`src/rtl/elevator_pkg.sv`:
```
// Shared types and constants for the 4-floor elevator car controller.
package elevator_pkg;

    typedef enum logic [2:0] {
        IDLE,
        MOVE_UP,
        MOVE_DOWN,
        ARRIVE,
        DOOR_OPEN
    } state_e;

    localparam int REQ_HERE   = 0;
    localparam int REQ_ABOVE  = 1;
    localparam int REQ_BELOW  = 2;

    localparam int NUM_FLOORS = 4;
    localparam int POS_W      = 2;
    localparam int TMR_W      = 8;

endpackage

```
`src/rtl/elevator_ctrl_module_cycle_timer.sv`:
```
// Loadable down-counter shared by the travel and door intervals; holds at zero.
module cycle_timer
    import elevator_pkg::*;
(
    input  logic             clk,
    input  logic             reset,
    input  logic             load,
    input  logic [TMR_W-1:0] load_val,
    output logic             expired
);

    logic [TMR_W-1:0] cnt_q;
    logic [TMR_W-1:0] cnt_d;

    always_comb begin
        cnt_d = cnt_q;
        if (load) begin
            cnt_d = load_val;
        end else if (cnt_q != '0) begin
            cnt_d = cnt_q - TMR_W'(1);
        end
    end

    always_ff @(posedge clk or posedge reset) begin
        if (reset) begin
            cnt_q <= '0;
        end else begin
            cnt_q <= cnt_d;
        end
    end

    assign expired = (cnt_q == '0);

endmodule

```
`src/rtl/elevator_ctrl_module.sv`:
```
// Car-motion controller: up/down sweep FSM, car position and travel/door timing.
module elevator_ctrl_module
    import elevator_pkg::*;
#(
    parameter int TRAVEL_CYCLES = 8,
    parameter int DOOR_CYCLES   = 4
) (
    input  logic             clk,
    input  logic             reset,
    input  logic [2:0]       ctrl_button_up,
    input  logic [2:0]       ctrl_button_down,
    input  logic [2:0]       ctrl_button_in,
    output logic [POS_W-1:0] position,
    output logic             open,
    output logic             moving,
    output logic             dir_up
);

    localparam logic [TMR_W-1:0] TRAVEL_LD = TMR_W'(TRAVEL_CYCLES - 1);
    localparam logic [TMR_W-1:0] DOOR_LD   = TMR_W'(DOOR_CYCLES - 1);
    localparam logic [POS_W-1:0] TOP_FLOOR = POS_W'(NUM_FLOORS - 1);

    state_e           state_q, state_d;
    logic [POS_W-1:0] pos_q, pos_d;
    logic             dir_q, dir_d;
    logic             open_q, moving_q;

    logic             tmr_load;
    logic [TMR_W-1:0] tmr_val;
    logic             tmr_expired;

    logic here_any, above_any, below_any, here_dir;
    logic above_ok, below_ok, fwd_ok, rev_ok;

    cycle_timer u_timer (
        .clk      (clk),
        .reset    (reset),
        .load     (tmr_load),
        .load_val (tmr_val),
        .expired  (tmr_expired)
    );

    always_comb begin
        here_any  = ctrl_button_in[REQ_HERE]  | ctrl_button_up[REQ_HERE]  | ctrl_button_down[REQ_HERE];
        above_any = ctrl_button_in[REQ_ABOVE] | ctrl_button_up[REQ_ABOVE] | ctrl_button_down[REQ_ABOVE];
        below_any = ctrl_button_in[REQ_BELOW] | ctrl_button_up[REQ_BELOW] | ctrl_button_down[REQ_BELOW];
        here_dir  = ctrl_button_in[REQ_HERE]  |
                    (dir_q ? ctrl_button_up[REQ_HERE] : ctrl_button_down[REQ_HERE]);
        // An "above" call at the top floor (or "below" at floor 0) is inconsistent and ignored.
        above_ok  = above_any && (pos_q != TOP_FLOOR);
        below_ok  = below_any && (pos_q != '0);
        fwd_ok    = dir_q ? above_ok : below_ok;
        rev_ok    = dir_q ? below_ok : above_ok;
    end

    always_comb begin
        state_d  = state_q;
        pos_d    = pos_q;
        dir_d    = dir_q;
        tmr_load = 1'b0;
        tmr_val  = TRAVEL_LD;
        unique case (state_q)
            IDLE: begin
                if (here_any) begin
                    state_d  = DOOR_OPEN;
                    tmr_load = 1'b1;
                    tmr_val  = DOOR_LD;
                end else if (fwd_ok) begin
                    state_d  = dir_q ? MOVE_UP : MOVE_DOWN;
                    tmr_load = 1'b1;
                end else if (rev_ok) begin
                    dir_d    = ~dir_q;
                    state_d  = dir_q ? MOVE_DOWN : MOVE_UP;
                    tmr_load = 1'b1;
                end
            end
            MOVE_UP: begin
                if (tmr_expired) begin
                    pos_d   = pos_q + POS_W'(1);
                    state_d = ARRIVE;
                end
            end
            MOVE_DOWN: begin
                if (tmr_expired) begin
                    pos_d   = pos_q - POS_W'(1);
                    state_d = ARRIVE;
                end
            end
            ARRIVE: begin
                if (here_dir) begin
                    state_d  = DOOR_OPEN;
                    tmr_load = 1'b1;
                    tmr_val  = DOOR_LD;
                end else if (fwd_ok) begin
                    state_d  = dir_q ? MOVE_UP : MOVE_DOWN;
                    tmr_load = 1'b1;
                end else if (here_any) begin
                    dir_d    = ~dir_q;
                    state_d  = DOOR_OPEN;
                    tmr_load = 1'b1;
                    tmr_val  = DOOR_LD;
                end else begin
                    state_d  = IDLE;
                end
            end
            DOOR_OPEN: begin
                if (tmr_expired) begin
                    state_d = IDLE;
                end
            end
            default: state_d = IDLE;
        endcase
    end

    always_ff @(posedge clk or posedge reset) begin
        if (reset) begin
            state_q  <= IDLE;
            pos_q    <= '0;
            dir_q    <= 1'b1;
            open_q   <= 1'b0;
            moving_q <= 1'b0;
        end else begin
            state_q  <= state_d;
            pos_q    <= pos_d;
            dir_q    <= dir_d;
            open_q   <= (state_d == DOOR_OPEN);
            moving_q <= (state_d == MOVE_UP) || (state_d == MOVE_DOWN);
        end
    end

    assign position = pos_q;
    assign open     = open_q;
    assign moving   = moving_q;
    assign dir_up   = dir_q;

    a_no_wrap_up: assert property (@(posedge clk) disable iff (reset)
        (state_q == MOVE_UP && tmr_expired) |-> (pos_q != TOP_FLOOR));
    a_no_wrap_down: assert property (@(posedge clk) disable iff (reset)
        (state_q == MOVE_DOWN && tmr_expired) |-> (pos_q != '0));

endmodule

```
`config.mk`:
```
export PLATFORM = sky130hd
export DESIGN_NAME = elevator_ctrl_module
export DESIGN_NICKNAME = d
export VERILOG_FILES = /design/src/rtl/elevator_pkg.sv /design/src/rtl/elevator_ctrl_module_cycle_timer.sv /design/src/rtl/elevator_ctrl_module.sv
export SDC_FILE = /design/constraint.sdc
export NUM_CORES = 1
export LEC_CHECK = 0
export ABC_AREA = 1
export CAP_MARGIN = 20
export CORE_AREA = 2 2 49 51
export CTS_CLUSTER_SIZE = 20
export DETAILED_ROUTE_END_ITERATION = 8
export DIE_AREA = 0 0 51 53
export PLACE_DENSITY = 0.87
export SETUP_SLACK_MARGIN = 0.05
export SYNTH_ARGS = -nofsm -noshare
export SYNTH_HDL_FRONTEND = slang
export SYNTH_SLANG_ARGS = --single-unit
```
`constraint.sdc`:
```
create_clock -name clk -period 1.8 [get_ports clk]
set_input_delay 0.45 -clock clk [delete_from_list [all_inputs] [get_ports clk]]
set_output_delay 0.45 -clock clk [all_outputs]
set_load 0.005 [all_outputs]
```
==> results of run 1 <==
==> kinds of logic (layout without fill, tap and decap cells) <==
group | after synthesis | in the layout | share of synthesized area (%)
xor gates and xnor gates | 8 | 8 | 6.415
DFF | 16 | 16 | 36.77
adders and majority gates | 2 | 2 | 2.291
AOI/OAI and AO/OA | 9 | 9 | 5.842
buffers and inverters | 21 | 43 | 7.216
and+or+nand+nor | 94 | 94 | 41.47
==> worst register-to-register path, stage by stage (launching register included) <==
cell	delay [ns]
dfstp_2	0.54
buf_4	0.14
inv_2	0.06
nand2_2	0.06
nand3_2	0.09
nand2_2	0.08
a21boi_4	0.24
nand2_4	0.09
nand2_1	0.07
nand2_1	0.04
==> flip-flops by register name (all words and copies together) (netlist names) <==
| register | flops |
|---|---|
| open | 1 |
| moving | 1 |
| state_q | 3 |
| position | 2 |
| u_timer.cnt_q | 8 |
| dir_up | 1 |
==> power by group through the flow <==
stage	clock, mW	sequential (mW)	combinational (mW)
floorplan	0	0.590	0.674
global placement	0	0.605	0.848
detailed placement	0	0.608	0.869
CTS	0.200	0.583	0.903
global route	0.217	0.600	1.01
finish	0.198	0.583	0.903
==> routing by layer <==
layer / track usage [%] / part of all wire, % / vias to the layer above
met5: 0 / 0 / -
met4: 6.757 / 1.4 / 0
met3: 1.695 / 2.7 / 4
met2: 38.96 / 53 / 31
met1: 19.82 / 43 / 440
li1: - / - / 513
==> stage by stage <==
step	hold WS, ns	util, %	setup TNS, ns
final	0.3644	61.68	0
after floorplan	0.3630	-	0
after CTS	0.3748	61.68	0
after detailed placement	0.5107	60.16	-0.09578
after global routing	0.3680	61.68	0
after global placement	0.5048	60.16	0
==> synthesized netlist by cell type (2+ instances only) <==
cell type and n:
a21oi_1 3, dfrtp_1 15, ha_1 2, inv_1 20, nand2_1 37, nand2_2 5, nand3_1 19, nand4_1 2
nor2_1 23, nor2_4 3, o21ai_0 3, xnor2_1 2, xor2_1 6
==> cells in the final DEF, fill, tap and decap left out <==
cell | netlist | layout
a21boi_4 | 1 | 1
a21oi_1 | 3 | 3
a21oi_2 | 1 | 1
buf_4 | 0 | 3
clkbuf_1 | 0 | 1
clkbuf_4 | 0 | 3
clkdlybuf4s50_1 | 0 | 14
dfrtp_1 | 15 | 15
dfstp_2 | 1 | 1
dlygate4sd2_1 | 0 | 1
ha_1 | 2 | 2
inv_1 | 20 | 20
inv_2 | 1 | 1
nand2_1 | 37 | 37
nand2_2 | 5 | 5
nand2_4 | 1 | 1
nand3_1 | 19 | 19
nand3_2 | 1 | 1
nand3b_1 | 1 | 1
nand4_1 | 2 | 2
nor2_1 | 23 | 23
nor2_4 | 3 | 3
nor2_8 | 1 | 1
o21ai_0 | 3 | 3
o22ai_1 | 1 | 1
or2_1 | 1 | 1
xnor2_1 | 2 | 2
xor2_1 | 6 | 6
==> final cells by class <==
type / instances / area (um^2)
tap: 28 / 35.03
clock buffer: 4 / 26.28
inverter: 21 / 78.83
multi-input combinational: 113 / 611.8
fill: 192 / 823.3
sequential: 16 / 401.6
timing repair buffer: 18 / 171.4
==> timing repair <==
item                                    4_1_cts  5_1_grt
buffers inserted                              1        0
resized for setup                             1        0
endpoints found under the setup margin        1        0
==> path summary, 6_finish.rpt <==
check	startpoint	end	depth (start not counted)
worst min register to register	u_timer.cnt_q[0]	u_timer.cnt_q[0]	2
worst max register to register	dir_up	u_timer.cnt_q[2]	9
min in group clk	u_timer.cnt_q[0]	u_timer.cnt_q[0]	2
worst min-delay path	reset	moving	2
worst max-delay path	position[1]	position[1]	1
max in group asynchronous	reset	dir_up	3
==> qor.csv, run 1 <==
stage;metric;value;unit
detailed_routing;vias_per_cell;4.940;
grt;overflow;0;
detailed_routing;finalWirelength;2207;um
pwr;clockPowerShare;11.7;%
detailed_routing;drc;0;
logic_synthesis;synth-main-ff-cell;dfrtp_1;
finish;antennaDiodeCount;0;
finish;instances_no_fill;200;
timing;hold_viol;0;
grt;grt_pass1_vias;1005;
logic_synthesis;yosysTopAreaCellShare;34.36;%
timing;slew_headroom;84.06;%
clock_network;clk_pin_slew;0.09;ns
pwr;p_leak;0.7164;nW
logic_synthesis;yosys-top-cells-area;dfrtp_1 (34%), nand2_1 (13%), nand3_1 (8.7%);
pwr;power.share.combinational;53.6;%
setup_path;cp_slowest_cell;clkdlybuf4s50_1;
finish;drive_gt1_share;12.21;%
grt;track_usage;19.02;%
logic_synthesis;synth_cells;150;
finish;nNetsFinal;186;
timing;setup_violations;0;
setup_path;cp_cell_sequence;clkdlybuf4s50_1;
setup_path;worstPathArrival;1.20;ns
pwr;power_switching;0.7454;mW
logic_synthesis;synth.yosys.seq_area_share;36.77;%
placement;hpwl;1755;um
placement;io_buffers;15;
timing;maxSlewViolCount;0;
logic_synthesis;ys.warnings.count;0;
logic_synthesis;yosys_register_bits;16;
pwr;power;1.684;mW
die;coreArea;2148;um^2
clock_network;cts_tree;done;
pwr;p_per_area;1271;nW/um^2
clock_network;clk_latency;0.29;ns
logic_synthesis;synth_edf_count;0;
pwr;max-vdd-ir-drop;0.6923;mV
setup_path;crit_required;1.35;ns
clock_network;cts.sinks;16;
finish;area_growth;21.31;%
timing;skew;0.004533;ns
logic_synthesis;synth_area;1092;um^2
setup_path;r2r_slack;0.28;ns
logic_synthesis;syn_nets;163;
finish;finalInstanceArea;1325;um^2
detailed_routing;routedWlPerCell;11.04;um
clock_network;cts_max_level;1;
pwr;swShare;44.26;%
die;dieHeight;53;um
grt;grt_antenna_before_repair;0;
setup_path;path_class;flip-flop to output pin;
grt;grt_max_degree;12;
logic_synthesis;yosys.area.top_type;dfrtp_1;
setup_path;crit_buf_inv;1;
die;start_util;50.84;%
setup_path;crit_family;buffers and inverters;
clock_network;hold_buffers;0;
pwr;p_int;0.9390;mW
worst_hold_path;min_path_type;input pin to async pin;
logic_synthesis;syn_area_per_cell;7.282;um^2
detailed_routing;dr.pass1.iters;4;
timing;fin_ws;0.1477;ns
setup_path;crit_path_start_kind;flip-flop;
die;num_rows;17;
placement;dp.cells;195;
clock_network;cts_root_buf;clkbuf_4;
detailed_routing;vias;988;
clock_network;cts_max_path_buffers;2;
logic_synthesis;ys_types;23;
timing;max_freq;605.2;MHz
logic_synthesis;postSynth.asyncResetShare;100.0;%
run_status;status;finished, final reports clean;
timing;worstMarginPinSlew;0.2388;ns
die;num_io_pins;16;
timing;rsz0062_at_grt;no;
clock_network;cts_buffers;3;
pwr;p_seq_share;34.6;%
timing;period_share;91.79;%
setup_path;end_kind;output pin;
timing;timing.final.crit_period;1.652;ns
die;die_area;2703;um^2
die;die_x;51;um
setup_path;critPathMaxFanout;3;
grt;grt_pass1_wl;3898;um
detailed_routing;first_iter_violations;22;
placement;postPlaceCellArea;1292;um^2
detailed_routing;ant_nets;0;
placement;routabilityCongestion;0.8985;
placement;preCtsSetupSlack;-0.04574;ns
run;cap_violations;0;
setup_path;critPathMaxStageDelay;0.53;ns
No activity file was read; power rests on OpenSTA's default activity.
==> run 2, diff against run 1 <==
--- a/config.mk
+++ b/config.mk
@@ -7,11 +7,11 @@
 export LEC_CHECK = 0
 export ABC_AREA = 1
 export CAP_MARGIN = 20
-export CORE_AREA = 2 2 49 51
+export CORE_AREA = 2 2 64 66
 export CTS_CLUSTER_SIZE = 20
 export DETAILED_ROUTE_END_ITERATION = 8
-export DIE_AREA = 0 0 51 53
-export PLACE_DENSITY = 0.87
+export DIE_AREA = 0 0 66 68
+export PLACE_DENSITY = 0.47
 export SETUP_SLACK_MARGIN = 0.05
 export SYNTH_ARGS = -nofsm -noshare
 export SYNTH_HDL_FRONTEND = slang
==> run 2 against run 1 <==
Compared with the run above: global-route usage shrank 7.4 points; utilization shrank 26 points; final cell count grew 11%; routed wire length grew 3.4%; clock skew grew 0.0018 ns; hold slack gained 0.070 ns; highest routed layer unchanged; largest cell class unchanged; non-clock buffer count is the same; combinational power shrank 1%; via count shrank 3.5%.
==> qor.csv, run 2 (synthesized netlist as in run 1, its figures left out) <==
stage;metric;value;unit
setup_path;crit_family;buffers and inverters;
finish;drive_gt1_share;12.21;%
detailed_routing;vias;953;
setup_path;crit_buf_inv;1;
grt;grt_antenna_before_repair;0;
finish;largest-register;u_timer.cnt_q;
pwr;p_leak;0.7288;nW
detailed_routing;dr.pass1.iters;4;
run_status;status;finished, final reports clean;
finish;nNetsFinal;186;
pwr;swShare;42.42;%
grt;grt_pass1_wl;4002;um
timing;period_share;87.73;%
timing;worstMarginPinSlew;0.2844;ns
die;dieHeight;68;um
timing;timing.final.crit_period;1.579;ns
clock_network;cts.sinks;16;
placement;routabilityCongestion;0.7516;
pwr;p_per_area;1273;nW/um^2
detailed_routing;first_iter_violations;24;
clock_network;cts_buffers;3;
clock_network;hold_buffers;0;
die;die_area;4488;um^2
pwr;p_seq_share;33.4;%
timing;rsz0062_at_grt;no;
setup_path;crit_path_start_kind;flip-flop;
setup_path;critPathMaxFanout;3;
detailed_routing;finalWirelength;2282;um
setup_path;worstPathArrival;1.13;ns
grt;grt_util_met3;1.974;%
detailed_routing;ant_nets;0;
placement;hpwl;1901;um
finish;seq_area;401.6;um^2
grt;met2_usage;20.58;%
clock_network;clk_pin_slew;0.06;ns
die;num_rows;23;
setup_path;critPathMaxStageDelay;0.52;ns
grt;top_usage_layer;met2;
timing;setup_violations;0;
run;cap_violations;0;
detailed_routing;routedWlPerCell;10.28;um
finish;area_growth;26.69;%
setup_path;path_class;flip-flop to output pin;
pwr;p_int;1.014;mW
timing;skew;0.006371;ns
placement;io_buffers;15;
grt;grt_max_degree;12;
finish;mostFrequentLayoutCells;nand2_1 (37), nor2_1 (23), inv_1 (20);
die;coreArea;3856;um^2
timing;maxSlewViolCount;0;
timing;max_freq;633.3;MHz
detailed_routing;vias_per_cell;4.293;
die;num_io_pins;16;
clock_network;clk_latency;0.25;ns
finish;multi_input_area;611.8;um^2
pwr;power.share.combinational;50.8;%
pwr;max-vdd-ir-drop;0.3826;mV
die;start_util;28.33;%
pwr;power_switching;0.7470;mW
setup_path;cp_slowest_cell;clkdlybuf4s50_1;
placement;dp.cells;217;
finish;largest_register_ffs;8;
grt;track_usage;11.60;%
finish;layout_commonest_cell;nand2_1;
worst_hold_path;min_path_type;input pin to async pin;
setup_path;end_kind;output pin;
clock_network;cts_root_buf;clkbuf_8;
clock_network;cts_max_path_buffers;2;
grt;overflow;0;
grt;grt_pass1_vias;943;
detailed_routing;drc;0;
finish;instances_no_fill;222;
timing;hold_viol;0;
timing;slew_headroom;81.02;%
finish;antennaDiodeCount;0;
timing;fin_setup_tns;0;ns
clock_network;cts_max_level;1;
finish;nFillCells;423;
pwr;clockPowerShare;15.8;%
setup_path;cp_cell_sequence;clkdlybuf4s50_1;
finish;fin_util;35.89;%
clock_network;cts_tree;done;
grt;grt.met1_usage;13.75;%
setup_path;crit_required;1.35;ns
die;die_x;66;um
-- run 2: worst paths after layout --
check                                      start               end  slack (ns)  depth (start not counted)
worst max register to register            dir_up  u_timer.cnt_q[2]        0.27                          9
worst max-delay path                 position[1]       position[1]        0.22                          1
worst min register to register  u_timer.cnt_q[0]  u_timer.cnt_q[0]        0.54                          2
max in group asynchronous                  reset            dir_up        0.92                          3
min in group clk                u_timer.cnt_q[0]  u_timer.cnt_q[0]        0.54                          2
worst min-delay path                       reset            moving        0.43                          2
-- run 2: power by group through the flow --
stage	registers [mW]	logic [mW]	clock network, mW
after detailed placement	0.612	0.881	0
after CTS	0.591	0.912	0.289
final	0.588	0.894	0.279
after global placement	0.611	0.880	0
after floorplan	0.590	0.674	0
after global routing	0.603	1.03	0.295
-- run 2: repair_timing --
item                                    CTS  global route
setup buffers                             1             0
resized for setup                         1             0
hold endpoints to repair                  0             0
endpoints found under the setup margin    1             0
-- run 2: cell type report --
| cell class | count | share of cell area (%) |
|---|---|---|
| clock buffers | 4 | 3.255 |
| multi-input cells | 113 | 44.21 |
| inverters | 21 | 5.696 |
| well taps | 50 | 4.521 |
| repair buffers | 18 | 13.29 |
| flip-flops and latches | 16 | 29.02 |
-- run 2: worst reg2reg max path: stages (launching register included) --
cell and delay [ns]:
dfstp_2 0.54, buf_4 0.14, inv_2 0.06, nand2_2 0.07, nand3_2 0.09, nand2_2 0.08
a21boi_4 0.25, nand2_4 0.09, nand2_1 0.07, nand2_1 0.04
-- run 2: metrics by stage --
| stage | setup slack [ns] | power, mW | area (um^2) | hold WS (ns) |
|---|---|---|---|---|
| after detailed placement | -0.04464 | 1.492 | 1333 | 0.5079 |
| after global routing | 0.06921 | 1.923 | 1384 | 0.4616 |
| final | 0.2209 | 1.761 | 1384 | 0.4343 |
| after floorplan | 0.4365 | 1.264 | 1092 | 0.3630 |
| after global placement | -0.04964 | 1.491 | 1333 | 0.5107 |
| after CTS | 0.2156 | 1.791 | 1384 | 0.4416 |
-- run 2: layer usage --
| layer | wire [um] | share of wire (%) | up-vias |
|---|---|---|---|
| li1 | - | - | 511 |
| met1 | 1081 | 47 | 423 |
| met2 | 1092 | 48 | 15 |
| met3 | 65 | 2.8 | 4 |
| met4 | 44 | 1.9 | 0 |
| met5 | 0 | 0 | - |
